$ cat config.mk
export PLATFORM = sky130hd
export DESIGN_NAME = mmio_uart_tx
export DESIGN_NICKNAME = d
export VERILOG_FILES = /design/src/rtl/mmio_uart_pkg.sv /design/src/rtl/mmio_uart_tx_sync_fifo.sv /design/src/rtl/mmio_uart_tx.sv
export SDC_FILE = /design/constraint.sdc
export NUM_CORES = 1
export LEC_CHECK = 0
export BUFFER_PORTS_ARGS = -buffer_cell sky130_fd_sc_hd__buf_2
export CELL_PAD_IN_SITES_DETAIL_PLACEMENT = 0
export CELL_PAD_IN_SITES_GLOBAL_PLACEMENT = 1
export CORE_MARGIN = 10
export CORE_UTILIZATION = 52
export DETAILED_ROUTE_END_ITERATION = 10
export HOLD_SLACK_MARGIN = 0.1
export PLACE_DENSITY_LB_ADDON = 0.1
export SLEW_MARGIN = 5
export SYNTH_ARGS = -nofsm -noshare
export SYNTH_HDL_FRONTEND = slang
export SYNTH_HIERARCHICAL = 1
export SYNTH_SLANG_ARGS = --single-unit
$ cat constraint.sdc
create_clock -name clk -period 10.4 [get_ports clk]
set_input_delay 2.08 -clock clk [delete_from_list [all_inputs] [get_ports clk]]
set_output_delay 2.08 -clock clk [all_outputs]
set_load 0.1 [all_outputs]
$ cat src/rtl/mmio_uart_pkg.sv
// Shared definitions for the memory-mapped UART transmitter: register offsets,
// STATUS bit positions and the transmit FSM encoding.
package mmio_uart_pkg;

    localparam logic [1:0] OFF_TXDATA  = 2'd0;
    localparam logic [1:0] OFF_STATUS  = 2'd1;
    localparam logic [1:0] OFF_BAUDDIV = 2'd2;

    localparam int STAT_FULL      = 0;
    localparam int STAT_EMPTY     = 1;
    localparam int STAT_BUSY      = 2;
    localparam int STAT_OVERFLOW  = 3;
    localparam int STAT_COUNT_LSB = 8;

`ifdef MMIO_UART_TX_PARITY_EN
    typedef enum logic [2:0] {
        ST_IDLE,
        ST_START,
        ST_DATA,
        ST_PARITY,
        ST_STOP
    } tx_state_t;
`else
    typedef enum logic [1:0] {
        ST_IDLE,
        ST_START,
        ST_DATA,
        ST_STOP
    } tx_state_t;
`endif

endpackage

$ cat src/rtl/mmio_uart_tx_sync_fifo.sv
// Single-clock FIFO with first-word-fall-through read; pointers carry one
// extra MSB so full and empty are distinguishable without a separate flag.
module sync_fifo #(
    parameter int WIDTH = 8,
    parameter int DEPTH = 8
) (
    input  logic                     clk,
    input  logic                     reset,
    input  logic                     push,
    input  logic [WIDTH-1:0]         push_data,
    input  logic                     pop,
    output logic [WIDTH-1:0]         pop_data,
    output logic                     full,
    output logic                     empty,
    output logic [$clog2(DEPTH):0]   count
);

    localparam int AW = $clog2(DEPTH);

    logic [WIDTH-1:0] mem_q [DEPTH];
    logic [AW:0]      wr_ptr_q, wr_ptr_d;
    logic [AW:0]      rd_ptr_q, rd_ptr_d;
    logic             do_push;
    logic             do_pop;

    assign empty    = (wr_ptr_q == rd_ptr_q);
    assign full     = (wr_ptr_q[AW-1:0] == rd_ptr_q[AW-1:0]) &&
                      (wr_ptr_q[AW] != rd_ptr_q[AW]);
    assign count    = wr_ptr_q - rd_ptr_q;
    assign pop_data = mem_q[rd_ptr_q[AW-1:0]];

    // A push into a full FIFO is accepted when the same cycle frees a slot.
    assign do_pop  = pop && !empty;
    assign do_push = push && (!full || do_pop);

    always_comb begin
        wr_ptr_d = wr_ptr_q;
        rd_ptr_d = rd_ptr_q;
        if (do_push) wr_ptr_d = wr_ptr_q + 1'b1;
        if (do_pop)  rd_ptr_d = rd_ptr_q + 1'b1;
    end

    always_ff @(posedge clk) begin
        if (do_push) mem_q[wr_ptr_q[AW-1:0]] <= push_data;
    end

    always_ff @(posedge clk or posedge reset) begin
        if (reset) begin
            wr_ptr_q <= '0;
            rd_ptr_q <= '0;
        end else begin
            wr_ptr_q <= wr_ptr_d;
            rd_ptr_q <= rd_ptr_d;
        end
    end

endmodule

$ cat src/rtl/mmio_uart_tx.sv
// Memory-mapped UART transmitter (TXDATA/STATUS/BAUDDIV) with a TX FIFO.
// Define MMIO_UART_TX_PARITY_EN to insert an even-parity bit before the stop bit.
module mmio_uart_tx
    import mmio_uart_pkg::*;
#(
    parameter logic [15:0] BASE_ADDR   = 16'hFF00,
    parameter int          FIFO_DEPTH  = 8,
    parameter logic [15:0] DEFAULT_DIV = 16'd433
) (
    input  logic        clk,
    input  logic        reset,
    input  logic [15:0] mem_access_addr,
    input  logic [15:0] mem_write_data,
    input  logic        mem_write_en,
    input  logic        mem_read,
    output logic [15:0] mem_read_data,
    output logic        sel,
    output logic        tx,
    output logic        busy
);

    localparam int CW = $clog2(FIFO_DEPTH) + 1;

    logic [1:0]    reg_off;
    logic          unused_addr0;
    logic          wr_txdata, wr_status, wr_bauddiv;
    logic          fifo_pop, fifo_full, fifo_empty;
    logic [7:0]    fifo_rd_data;
    logic [CW-1:0] fifo_count;
    logic [15:0]   status_word;

    tx_state_t     state_q, state_d;
    logic [15:0]   cnt_q, cnt_d;
    logic [2:0]    bit_idx_q, bit_idx_d;
    logic [7:0]    shift_q, shift_d;
    logic          tx_q, tx_d;
    logic          overflow_q, overflow_d;
    logic [15:0]   baud_div_q, baud_div_d;
    logic          bit_end;
`ifdef MMIO_UART_TX_PARITY_EN
    logic          parity_q, parity_d;
`endif

    assign reg_off      = mem_access_addr[2:1];
    assign unused_addr0 = mem_access_addr[0];
    assign sel          = (mem_access_addr[15:3] == BASE_ADDR[15:3]) && (reg_off != 2'b11);
    assign wr_txdata    = mem_write_en && sel && (reg_off == OFF_TXDATA);
    assign wr_status    = mem_write_en && sel && (reg_off == OFF_STATUS);
    assign wr_bauddiv   = mem_write_en && sel && (reg_off == OFF_BAUDDIV);

    sync_fifo #(
        .WIDTH (8),
        .DEPTH (FIFO_DEPTH)
    ) u_fifo (
        .clk       (clk),
        .reset     (reset),
        .push      (wr_txdata),
        .push_data (mem_write_data[7:0]),
        .pop       (fifo_pop),
        .pop_data  (fifo_rd_data),
        .full      (fifo_full),
        .empty     (fifo_empty),
        .count     (fifo_count)
    );

    always_comb begin
        status_word                          = '0;
        status_word[STAT_FULL]               = fifo_full;
        status_word[STAT_EMPTY]              = fifo_empty;
        status_word[STAT_BUSY]               = busy;
        status_word[STAT_OVERFLOW]           = overflow_q;
        status_word[STAT_COUNT_LSB +: CW]    = fifo_count;
    end

    always_comb begin
        mem_read_data = 16'h0000;
        if (mem_read && sel) begin
            case (reg_off)
                OFF_STATUS:  mem_read_data = status_word;
                OFF_BAUDDIV: mem_read_data = baud_div_q;
                default:     mem_read_data = 16'h0000;
            endcase
        end
    end

    // A drop and an explicit clear in the same cycle leave the flag set.
    always_comb begin
        overflow_d = overflow_q;
        if (wr_txdata && fifo_full && !fifo_pop)
            overflow_d = 1'b1;
        else if (wr_status && mem_write_data[STAT_OVERFLOW])
            overflow_d = 1'b0;
        baud_div_d = wr_bauddiv ? mem_write_data : baud_div_q;
    end

    assign bit_end = (cnt_q == 16'd0);

    always_comb begin
        state_d   = state_q;
        cnt_d     = cnt_q;
        bit_idx_d = bit_idx_q;
        shift_d   = shift_q;
        fifo_pop  = 1'b0;
`ifdef MMIO_UART_TX_PARITY_EN
        parity_d  = parity_q;
`endif
        // Reloading from the live divider only at bit boundaries keeps the
        // current bit length fixed while software rewrites BAUDDIV.
        if (state_q != ST_IDLE)
            cnt_d = bit_end ? baud_div_q : cnt_q - 16'd1;

        case (state_q)
            ST_IDLE: begin
                if (!fifo_empty) begin
                    fifo_pop = 1'b1;
                    shift_d  = fifo_rd_data;
                    cnt_d    = baud_div_q;
                    state_d  = ST_START;
`ifdef MMIO_UART_TX_PARITY_EN
                    parity_d = ^fifo_rd_data;
`endif
                end
            end
            ST_START: begin
                if (bit_end) begin
                    bit_idx_d = 3'd0;
                    state_d   = ST_DATA;
                end
            end
            ST_DATA: begin
                if (bit_end) begin
                    shift_d   = shift_q >> 1;
                    bit_idx_d = bit_idx_q + 3'd1;
                    if (bit_idx_q == 3'd7) begin
`ifdef MMIO_UART_TX_PARITY_EN
                        state_d = ST_PARITY;
`else
                        state_d = ST_STOP;
`endif
                    end
                end
            end
`ifdef MMIO_UART_TX_PARITY_EN
            ST_PARITY: begin
                if (bit_end) state_d = ST_STOP;
            end
`endif
            ST_STOP: begin
                if (bit_end) begin
                    if (!fifo_empty) begin
                        fifo_pop = 1'b1;
                        shift_d  = fifo_rd_data;
                        state_d  = ST_START;
`ifdef MMIO_UART_TX_PARITY_EN
                        parity_d = ^fifo_rd_data;
`endif
                    end else begin
                        state_d = ST_IDLE;
                    end
                end
            end
            default: state_d = ST_IDLE;
        endcase

        // The line level is derived from the next state so it is registered.
        case (state_d)
            ST_START: tx_d = 1'b0;
            ST_DATA:  tx_d = shift_d[0];
`ifdef MMIO_UART_TX_PARITY_EN
            ST_PARITY: tx_d = parity_q;
`endif
            default:  tx_d = 1'b1;
        endcase
    end

    always_ff @(posedge clk or posedge reset) begin
        if (reset) begin
            state_q    <= ST_IDLE;
            cnt_q      <= 16'd0;
            bit_idx_q  <= 3'd0;
            shift_q    <= 8'd0;
            tx_q       <= 1'b1;
            overflow_q <= 1'b0;
            baud_div_q <= DEFAULT_DIV;
`ifdef MMIO_UART_TX_PARITY_EN
            parity_q   <= 1'b0;
`endif
        end else begin
            state_q    <= state_d;
            cnt_q      <= cnt_d;
            bit_idx_q  <= bit_idx_d;
            shift_q    <= shift_d;
            tx_q       <= tx_d;
            overflow_q <= overflow_d;
            baud_div_q <= baud_div_d;
`ifdef MMIO_UART_TX_PARITY_EN
            parity_q   <= parity_d;
`endif
        end
    end

    assign tx   = tx_q;
    assign busy = (state_q != ST_IDLE);

endmodule

==> run metrics, run 1 <==
largest net degree at the start of global routing 48; FF-to-FF setup slack 6.22 ns; final critical delay including setup and external delays 5.93 ns; type of the worst setup path in -> out; part of the power in combinational logic 2.2%; Hold WC Path Type reg -> reg; worst-path maximum fanout 8; transition time of the tightest slew-check pin 0.984 ns; number of antenna violations at the first check in global routing 0; Post-DP Area 6220 µm²; sort of element at the start of the critical path primary input; global-route usage over all layers 16.5%; die width 126 µm; Net Count, Synth 510; slowest stage delay, CP 0.45 ns; proportion of netlist area held by the largest area contributor 33.0%; Setup Slack @ Placement 4.46 ns; clock net sink count 119; Detailed Place HPWL 9.22 mm; root buffer cell sky130_fd_sc_hd__clkbuf_8; relative contribution of sequential cells to total power 45.9%; final standard cell count with taps included and fillers excluded 670; proportion of total power due to net switching 21.2%; number of buffers inserted during clock tree synthesis 17; EDFF count, synth 64; post-route standard cell area excluding fillers 6800 µm²; Max VDD drop 0.125 mV; library cell with the largest summed area after synthesis sky130_fd_sc_hd__edfxtp_1; final wirelength 13.0 mm; most used cell, CP sky130_fd_sc_hd__buf_2; DRC violation count after routing 0; number of buffers inserted to repair setup after CTS 0; Post-Syn Area 5830 µm²; area of the die 15800 µm²; number of H-tree levels 4; TritonCTS clock tree built; final RePlAce weighted congestion 0.842; site row count 38; vias in the first global route 3986; post_cts resized 0; final number of setup-violating endpoints 0; kind of end point of the critical path primary output; Hold Path Cell Cnt 1; Leak Pwr 2.93 nW; post-route fraction of the period consumed by the critical path 57.0%; Switch Pwr 0.231 mW; detail-routed net length per standard cell 19.4 µm; critical hold path startpoint shift_q[7]; DR iter-0 viols 283; Worst R2R Start u_fifo/rd_ptr_q[1]; FF+latch count, synth 119; Total Power 1.09 mW; peak clock frequency supported by timing 169 MHz; global-route wire length before repair 20.8 mm; layout cell share with drive strength beyond 1 27.9%; ordered cell list for the critical path buf_2 -> nor4_1 -> nand3b_1 -> nor3_2 -> nand3_1 -> nor2_1 -> buf_2; Hold Worst Slack 0.496 ns; Area Growth Syn to Fin 16.7%; grt total ovfl 0; Clock Power Share 51.8%; core area 10900 µm²; count of warnings emitted by yosys 6; overall die height 126 µm; worst reg2reg path endpoint u_fifo/mem_q[4][2]; final-layout setup total negative slack 0 ns; PD cells 160 nW/µm²; cell count after synthesis 456; post-synthesis cell type count 69; Setup WS post-layout 4.47 ns; required time of the worst setup path 8.32 ns; clock-pin slew reported for the worst setup and hold paths after clock tree synthesis 0.05 ns; routed via count 3861; number of buffers inserted for hold repair after clock tree synthesis 0; Final nets 571; number of primary I/O pins 55; max capacitance violation total 0; final hold violation count 0; number of cells on the worst reg-to-reg path 11; port buffer count 53; post-route clock skew 0.0129 ns; Antenna Nets Post-Route 0; fraction of the yosys area taken by sequential cells 56.7%; final cell utilization of the core 62.5%; CP max-delay cell sky130_fd_sc_hd__buf_2; initial core utilization 53.5%; slew margin rel. 34.3%; run status completed; cell types with the highest counts after synthesis 64 x sky130_fd_sc_hd__edfxtp_1, 50 x sky130_fd_sc_hd__nand2_1, 49 x sky130_fd_sc_hd__dfrtp_1; fraction of synthesis flops using an asynchronous set or reset pin 46.2%; RSZ-0062 raised after global routing no; sink of the worst hold path shift_q[7]; number of pins exceeding their max-slew limit in the final report 0; cell with the most instances after synthesis sky130_fd_sc_hd__edfxtp_1; number of instances in the placed design 638; antenna diode instance count 0; Most used DFF post-synth sky130_fd_sc_hd__edfxtp_1; source-to-sink clock delay at the later pin of the worst-skew pair 0.52 ns; ranking of synthesized cells by area sky130_fd_sc_hd__edfxtp_1 33%, sky130_fd_sc_hd__dfrtp_1 21%, sky130_fd_sc_hd__mux4_2 6.2%; Pre-antenna DRT Iters 4; Avg Cell Area, Syn 12.8 µm²; detail-routed via count per cell 5.76; worst endpoint data arrival time 3.85 ns; clock tree buffer depth 2; Power Internal 0.856 mW
==> worst max-delay path by stage <==
stage	slack (ns)	startpoint	cells past startpoint	to
after floorplan	2.74	mem_access_addr[4]	5	mem_read_data[0]
after global placement	4.47	mem_access_addr[4]	7	mem_read_data[1]
after detailed placement	4.46	mem_access_addr[4]	7	mem_read_data[2]
after CTS	4.45	mem_access_addr[4]	7	mem_read_data[2]
after global routing	4.34	mem_access_addr[4]	7	mem_read_data[8]
final	4.47	mem_access_addr[4]	7	mem_read_data[2]
==> placed cells by master, fill, tap and decap left out, types with 3 or more instances in the layout <==
cell type	instances
sky130_fd_sc_hd__a22oi_1	9
sky130_fd_sc_hd__clkbuf_16	16
sky130_fd_sc_hd__buf_4	4
sky130_fd_sc_hd__buf_2	53
sky130_fd_sc_hd__a21oi_1	11
sky130_fd_sc_hd__edfxtp_1	64
sky130_fd_sc_hd__and3_1	3
sky130_fd_sc_hd__dfstp_2	6
sky130_fd_sc_hd__and2_1	13
sky130_fd_sc_hd__inv_1	19
sky130_fd_sc_hd__nand3_1	9
sky130_fd_sc_hd__clkinv_4	3
sky130_fd_sc_hd__a211o_1	3
sky130_fd_sc_hd__xor2_1	6
sky130_fd_sc_hd__mux2i_1	4
sky130_fd_sc_hd__dfrtp_1	49
sky130_fd_sc_hd__a221o_1	6
sky130_fd_sc_hd__nor2_1	34
sky130_fd_sc_hd__mux2_2	18
sky130_fd_sc_hd__nor3_2	3
sky130_fd_sc_hd__nor2b_1	3
sky130_fd_sc_hd__nor3_1	7
sky130_fd_sc_hd__nand2b_1	4
sky130_fd_sc_hd__a22o_1	15
sky130_fd_sc_hd__mux4_2	16
sky130_fd_sc_hd__o211ai_1	5
sky130_fd_sc_hd__clkinvlp_4	3
sky130_fd_sc_hd__xnor2_1	8
sky130_fd_sc_hd__a211oi_1	4
sky130_fd_sc_hd__ha_1	17
sky130_fd_sc_hd__o21ai_0	10
sky130_fd_sc_hd__nand2_1	50
==> worst max-delay path, delay by kind of cell <==
| family | cells | cell delay [ns] |
|---|---|---|
| AND/OR/NAND/NOR | 5 | 1.22 |
| buffers and inverters | 2 | 0.54 |
==> flip-flops by register name, indices dropped and copies added, names as in the netlist <==
register and count:
u_fifo/wr_ptr_q 4, tx 1, baud_div_q 16, u_fifo/rd_ptr_q 4, overflow_q 1, bit_idx_q 3
state_q 2, cnt_q 16, u_fifo/mem_q 64, shift_q 8
==> cell families after synthesis <==
logic type	after synthesis	share of synthesized area, %
buffers and inverters	36	2.66
xor gates and xnor gates	15	2.38
and+or+nand+nor	146	12.6
AOI/OAI and AO/OA	83	11.0
muxes	39	10.6
adders and majority gates	18	3.99
DFF	119	56.7
==> power by group through the flow <==
stage	combinational, mW	sequential [mW]	clock (mW)
after floorplan	0.0109	0.508	0
after global placement	0.0244	0.508	0
after detailed placement	0.0250	0.508	0
after CTS	0.0251	0.499	0.576
after global routing	0.0279	0.499	0.595
final	0.0241	0.499	0.564
==> routing by layer <==
metal  vias up  global-route usage (%)  share of wire (%)
met5         -                       0                  0
met4         0                    5.89               0.79
met3         7                    5.16                4.5
met1      1948                    22.0                 47
li1       1823                       -                  -
met2        83                    25.0                 48
==> cell type report <==
class,instances,area (µm²)
sequential,119,3310
timing repair buffer,57,295
multi-input combinational,301,2370
clock inverter,13,148
tap,140,175
fill,861,4090
clock buffer,19,432
inverter,21,78.8
Power figures use the tool's default switching activity.
==> run 2, diff against run 1 <==
--- a/config.mk
+++ b/config.mk
@@ -9,7 +9,7 @@
 export CELL_PAD_IN_SITES_DETAIL_PLACEMENT = 0
 export CELL_PAD_IN_SITES_GLOBAL_PLACEMENT = 1
 export CORE_MARGIN = 10
-export CORE_UTILIZATION = 52
+export CORE_UTILIZATION = 44
 export DETAILED_ROUTE_END_ITERATION = 10
 export HOLD_SLACK_MARGIN = 0.1
 export PLACE_DENSITY_LB_ADDON = 0.1
==> constraint.sdc (replaced) <==
create_clock -name clk -period 5.3 [get_ports clk]
set_input_delay 1.06 -clock clk [delete_from_list [all_inputs] [get_ports clk]]
set_output_delay 1.06 -clock clk [all_outputs]
set_load 0.1 [all_outputs]
==> run 2 against run 1 <==
  * Highest routed layer unchanged
  * Clock skew is 0.0020 ns lower
  * Register-to-register slack got worse by 5.0 ns
  * Count of clock-buffer cells in the layout down 2
  * Global-route usage down 0.65 points
  * Setup slack got worse by 3.2 ns
  * Sequential cell count is the same
  * Sequential power increased by 96%
  * Clock power increased by 93%
  * Critical path depth increased by 4
  * Power increased by 95%
==> run metrics, run 2 (synthesized netlist as in run 1, its figures left out) <==
run status completed; Area Growth Syn to Fin 17.3%; DR iter-0 viols 358; sink of the worst hold path overflow_q; final RePlAce weighted congestion 0.804; Max VDD drop 0.207 mV; top library cells by usage in the layout, fill and taps aside 64 x sky130_fd_sc_hd__edfxtp_1, 53 x sky130_fd_sc_hd__buf_2, 50 x sky130_fd_sc_hd__nand2_1; clock-pin slew reported for the worst setup and hold paths after clock tree synthesis 0.06 ns; overall die height 135 µm; Hold WC Path Type reg -> reg; number of buffers inserted for hold repair after clock tree synthesis 0; Hold Worst Slack 0.506 ns; die width 135 µm; global-route usage over all layers 15.9%; Pre-antenna DRT Iters 4; post-route fraction of the period consumed by the critical path 76.8%; routed via count 3835; number of H-tree levels 4; transition time of the tightest slew-check pin 1.07 ns; post_cts resized 0; RSZ-0062 raised after global routing no; largest net degree at the start of global routing 48; critical hold path startpoint overflow_q; number of cells on the worst reg-to-reg path 11; number of buffers inserted to repair setup after CTS 0; Leak Pwr 2.93 nW; most frequent standard cell in the layout excluding fill and tap cells sky130_fd_sc_hd__edfxtp_1; vias in the first global route 3938; max capacitance violation total 0; detail-routed via count per cell 5.46; initial core utilization 45.6%; post-route clock skew 0.0109 ns; slew margin rel. 28.7%; peak clock frequency supported by timing 246 MHz; number of buffers inserted during clock tree synthesis 17; Total Power 2.12 mW; Hold Path Cell Cnt 1; global-route wire length before repair 22.1 mm; final wirelength 13.8 mm; type of the worst setup path reg -> reg; site row count 41; Post-DP Area 6270 µm²; antenna diode instance count 0; clock net sink count 119; number of pins exceeding their max-slew limit in the final report 0; filler cell count in the final layout 1111; core area 12800 µm²; final-layout setup total negative slack 0 ns; final hold violation count 0; FF-to-FF setup slack 1.23 ns; worst reg2reg path endpoint u_fifo/mem_q[4][1]; source-to-sink clock delay at the later pin of the worst-skew pair 0.41 ns; DRC violation count after routing 0; kind of end point of the critical path flip-flop; final number of setup-violating endpoints 0; Worst R2R Start u_fifo/rd_ptr_q[2]; PD cells 310 nW/µm²; detail-routed net length per standard cell 19.6 µm; clock tree buffer depth 2; TritonCTS clock tree built; post-route standard cell area excluding fillers 6840 µm²; root buffer cell sky130_fd_sc_hd__clkbuf_16; number of flip-flops in the largest register 64; port buffer count 53; Antenna Nets Post-Route 0; area of the die 18200 µm²; grt total ovfl 0; worst-path maximum fanout 13; Final nets 572; final critical delay including setup and external delays 4.07 ns; number of antenna violations at the first check in global routing 0; number of primary I/O pins 55; sort of element at the start of the critical path flip-flop; required time of the worst setup path 5.33 ns; worst endpoint data arrival time 4.10 ns; layout cell share with drive strength beyond 1 28.1%; Detailed Place HPWL 9.47 mm
-- run 2: cell count changes in the layout (fill, tap and decap cells not counted), sizes merged --
cell / delta
clkbuf: -2
bufinv: -1
buf: +1
inv: +3
-- run 2: area by class of cell --
type	count	area, µm²	area share (%)
sequential	119	3310	48.3
multi-input combinational	301	2370	34.6
clock buffer	17	425	6.22
timing repair buffer	58	303	4.43
tap	172	215	3.15
clock inverter	15	143	2.09
inverter	21	78.8	1.15
-- run 2: worst max path at each step --
stage / end / from / slack (ns) / cells past startpoint
after floorplan: mem_read_data[0] / mem_access_addr[4] / -0.32 / 5
after global placement: u_fifo/mem_q[4][2] / u_fifo/rd_ptr_q[2] / 1.27 / 11
after detailed placement: u_fifo/mem_q[5][2] / u_fifo/rd_ptr_q[2] / 1.24 / 11
after CTS: u_fifo/mem_q[4][1] / u_fifo/rd_ptr_q[2] / 1.23 / 11
after global routing: u_fifo/mem_q[4][1] / u_fifo/rd_ptr_q[2] / 1.01 / 11
final: u_fifo/mem_q[4][1] / u_fifo/rd_ptr_q[2] / 1.23 / 11
-- run 2: metal layers --
| metal | GRT usage, % | up-vias | part of all wire [%] | routed length [µm] |
|---|---|---|---|---|
| li1 | - | 1828 | - | - |
| met1 | 21.6 | 1904 | 46 | 6360 |
| met2 | 24.3 | 94 | 48 | 6630 |
| met3 | 4.04 | 9 | 5.2 | 721 |
| met4 | 4.84 | 0 | 0.53 | 73 |
| met5 | 0 | - | 0 | 0 |
-- run 2: per-stage QoR --
stage          utilization (%)  std cells  setup slack [ns]
3_5_place_dp              49.1        671              1.24
2_1_floorplan                -        456            -0.319
6_report                  53.5        703              1.23
4_1_cts                   53.5        703              1.23
3_3_place_gp              49.1        671              1.27
5_1_grt                   53.5        703              1.01
-- run 2: power by group --
part | switching (mW) | total, mW | internal (mW)
sequential | 0.00122 | 0.980 | 0.978
clock | 0.441 | 1.09 | 0.653
combinational | 0.0332 | 0.0484 | 0.0152
-- run 2: critical path: stages (launching register included) --
cell                       delay, ns
sky130_fd_sc_hd__dfrtp_1        0.62
sky130_fd_sc_hd__inv_2          0.22
sky130_fd_sc_hd__ha_1           0.37
sky130_fd_sc_hd__nand3_1        0.23
sky130_fd_sc_hd__nor2_1         0.08
sky130_fd_sc_hd__buf_4          0.19
sky130_fd_sc_hd__nand2b_1       0.32
sky130_fd_sc_hd__o21ai_4        0.23
sky130_fd_sc_hd__and2b_1        0.31
sky130_fd_sc_hd__or3_4          0.20
sky130_fd_sc_hd__nand3_1        0.14
sky130_fd_sc_hd__nor2_1         0.75
==> run 3, diff against run 2 <==
==> constraint.sdc (replaced) <==
create_clock -name clk -period 3.35 [get_ports clk]
set_input_delay 0.67 -clock clk [delete_from_list [all_inputs] [get_ports clk]]
set_output_delay 0.67 -clock clk [all_outputs]
set_load 0.1 [all_outputs]
==> run 3 against run 2 <==
  * Clock skew is 0.0021 ns lower
  * Final cell count is 2.7% higher
  * Power is 66% higher
  * Combinational power is 70% higher
  * Cell area is 7.2% higher
  * Global-route usage is 0.28 points higher
  * Critical endpoint is now mem_read_data[1]
  * Largest cell class unchanged
==> run metrics, run 3 (synthesized netlist as in run 1, its figures left out) <==
run status completed; final hold violation count 0; final wirelength 13.9 mm; RSZ-0062 raised after global routing no; Clock Power Share 53.7%; worst setup path endpoint mem_read_data[1]; grt total ovfl 0; DRC violation count after routing 0; final number of setup-violating endpoints 0; Detailed Place HPWL 9.91 mm; clock-pin slew reported for the worst setup and hold paths after clock tree synthesis 0.06 ns; clock tree buffer depth 2; TritonCTS clock tree built; final RePlAce weighted congestion 0.811; cell type group with the largest total delay on the critical path simple AND/OR/NAND/NOR gates; Power Internal 2.76 mW; Most Crowded Layer GR met2; number of H-tree levels 4; CP max-delay cell sky130_fd_sc_hd__dfrtp_1; post_cts resized 0; Switch Pwr 0.763 mW; detail-routed via count per cell 5.45; worst-path maximum fanout 8; root buffer cell sky130_fd_sc_hd__clkbuf_16; Area Growth Syn to Fin 25.8%; required time of the worst setup path 2.68 ns; Max VDD drop 0.354 mV; ordered cell list for the critical path ha_1 -> nand3_1 -> nor2_1 -> buf_4 -> a22oi_1 -> nor2_4 -> buf_12; global-route usage over all layers 16.2%; proportion of total power due to net switching 21.6%; detail-routed net length per standard cell 19.2 µm; number of primary I/O pins 55; port buffer count 53; number of buffers inserted for hold repair after clock tree synthesis 0; antenna diode instance count 0; area of the die 18200 µm²; kind of end point of the critical path primary output; worst path buffer plus inverter count 2; Pre-antenna DRT Iters 5; critical path launch point u_fifo/wr_ptr_q[2]; number of instances in the placed design 690; part of the power in combinational logic 2.3%; DR iter-0 viols 280; layout cell share with drive strength beyond 1 34.2%; slowest stage delay, CP 0.46 ns; Hold WC Path Type in -> async; number of cells on the worst reg-to-reg path 10; largest net degree at the start of global routing 48; final standard cell count with taps included and fillers excluded 722; vias in the first global route 4051; post-route clock skew 0.00876 ns; post-route fraction of the period consumed by the critical path 95.0%; number of buffers inserted during clock tree synthesis 17; grt met3 use 4.71%; clock net sink count 119; source-to-sink clock delay at the later pin of the worst-skew pair 0.42 ns; sort of element at the start of the critical path flip-flop; Leak Pwr 3.12 nW; slew margin rel. 29.4%; most frequent standard cell in the layout excluding fill and tap cells sky130_fd_sc_hd__edfxtp_1; peak clock frequency supported by timing 314 MHz; number of antenna violations at the first check in global routing 0; FF-to-FF setup slack 0.27 ns; core area 12800 µm²; number of pins exceeding their max-slew limit in the final report 0; type of the worst setup path reg -> out; number of cells on the critical path 7; final cell utilization of the core 57.4%; Worst R2R Start u_fifo/wr_ptr_q[2]; relative contribution of sequential cells to total power 43.9%; site row count 41; Antenna Nets Post-Route 0; routed via count 3938; PD cells 481 nW/µm²; global routing met2 resource utilization 24.3%; number of flip-flops in the largest register 64; max capacitance violation total 0; number of buffers inserted to repair setup after CTS 0; initial core utilization 45.6%; met1 layer usage reported by global route 21.7%; final critical delay including setup and external delays 3.18 ns; worst endpoint data arrival time 2.51 ns; transition time of the tightest slew-check pin 1.06 ns; die width 135 µm; global-route wire length before repair 22.5 mm; top library cells by usage in the layout, fill and taps aside 64 x sky130_fd_sc_hd__edfxtp_1, 50 x sky130_fd_sc_hd__nand2_1, 49 x sky130_fd_sc_hd__dfrtp_1; Final nets 591; overall die height 135 µm; worst reg2reg path endpoint u_fifo/mem_q[1][2]; final-layout setup total negative slack 0 ns
-- run 3: per-stage QoR --
step | power, mW | worst slack, ns | hold slack [ns] | cell area, µm²
after floorplan | 1.61 | -0.151 | 0.457 | 5950
after global placement | 1.66 | 0.348 | 0.479 | 6710
after detailed placement | 1.66 | 0.333 | 0.475 | 6710
after CTS | 3.56 | 0.178 | 0.207 | 7330
after global routing | 3.63 | 0.0258 | 0.216 | 7330
final | 3.53 | 0.169 | 0.210 | 7330
-- run 3: layer usage --
layer  wire (µm)  share of wire (%)
met5           0                  0
met4         210                1.5
met3         738                5.3
met2        6490                 47
met1        6450                 46
-- run 3: worst reg2reg max path, cell delays in order (launching register included) --
cell and delay [ns]:
sky130_fd_sc_hd__dfrtp_1 0.46, sky130_fd_sc_hd__ha_1 0.38, sky130_fd_sc_hd__nand3_1 0.13, sky130_fd_sc_hd__nor2_1 0.38
sky130_fd_sc_hd__nand2b_1 0.24, sky130_fd_sc_hd__o21ai_4 0.08, sky130_fd_sc_hd__and2b_1 0.24, sky130_fd_sc_hd__or3_4 0.45
sky130_fd_sc_hd__nand3_1 0.19, sky130_fd_sc_hd__nor2_1 0.11, sky130_fd_sc_hd__buf_4 0.17
-- run 3: power by group through the flow --
stage | sequential, mW | clock, mW | combinational (mW)
2_1_floorplan | 1.58 | 0 | 0.0358
3_3_place_gp | 1.58 | 0 | 0.0821
3_5_place_dp | 1.58 | 0 | 0.0844
4_1_cts | 1.55 | 1.93 | 0.0845
5_1_grt | 1.55 | 1.99 | 0.0934
6_report | 1.55 | 1.89 | 0.0821
-- run 3: cell type report --
class,count,area [µm²]
clock buffers,18,429
repair buffers,77,626
fillers,1061,5440
flip-flops and latches,119,3310
well taps,172,215
clock inverters,14,186
inverters,21,78.8
multi-input cells,301,2490
-- run 3: how the worst min path moves through the flow --
stage / cells past startpoint / slack, ns / to / startpoint
final: 2 / 0.21 / u_fifo/wr_ptr_q[1] / reset
after global placement: 1 / 0.48 / overflow_q / overflow_q
after detailed placement: 1 / 0.47 / overflow_q / overflow_q
after floorplan: 1 / 0.46 / overflow_q / overflow_q
after global routing: 2 / 0.22 / u_fifo/wr_ptr_q[0] / reset
after CTS: 2 / 0.21 / u_fifo/wr_ptr_q[1] / reset
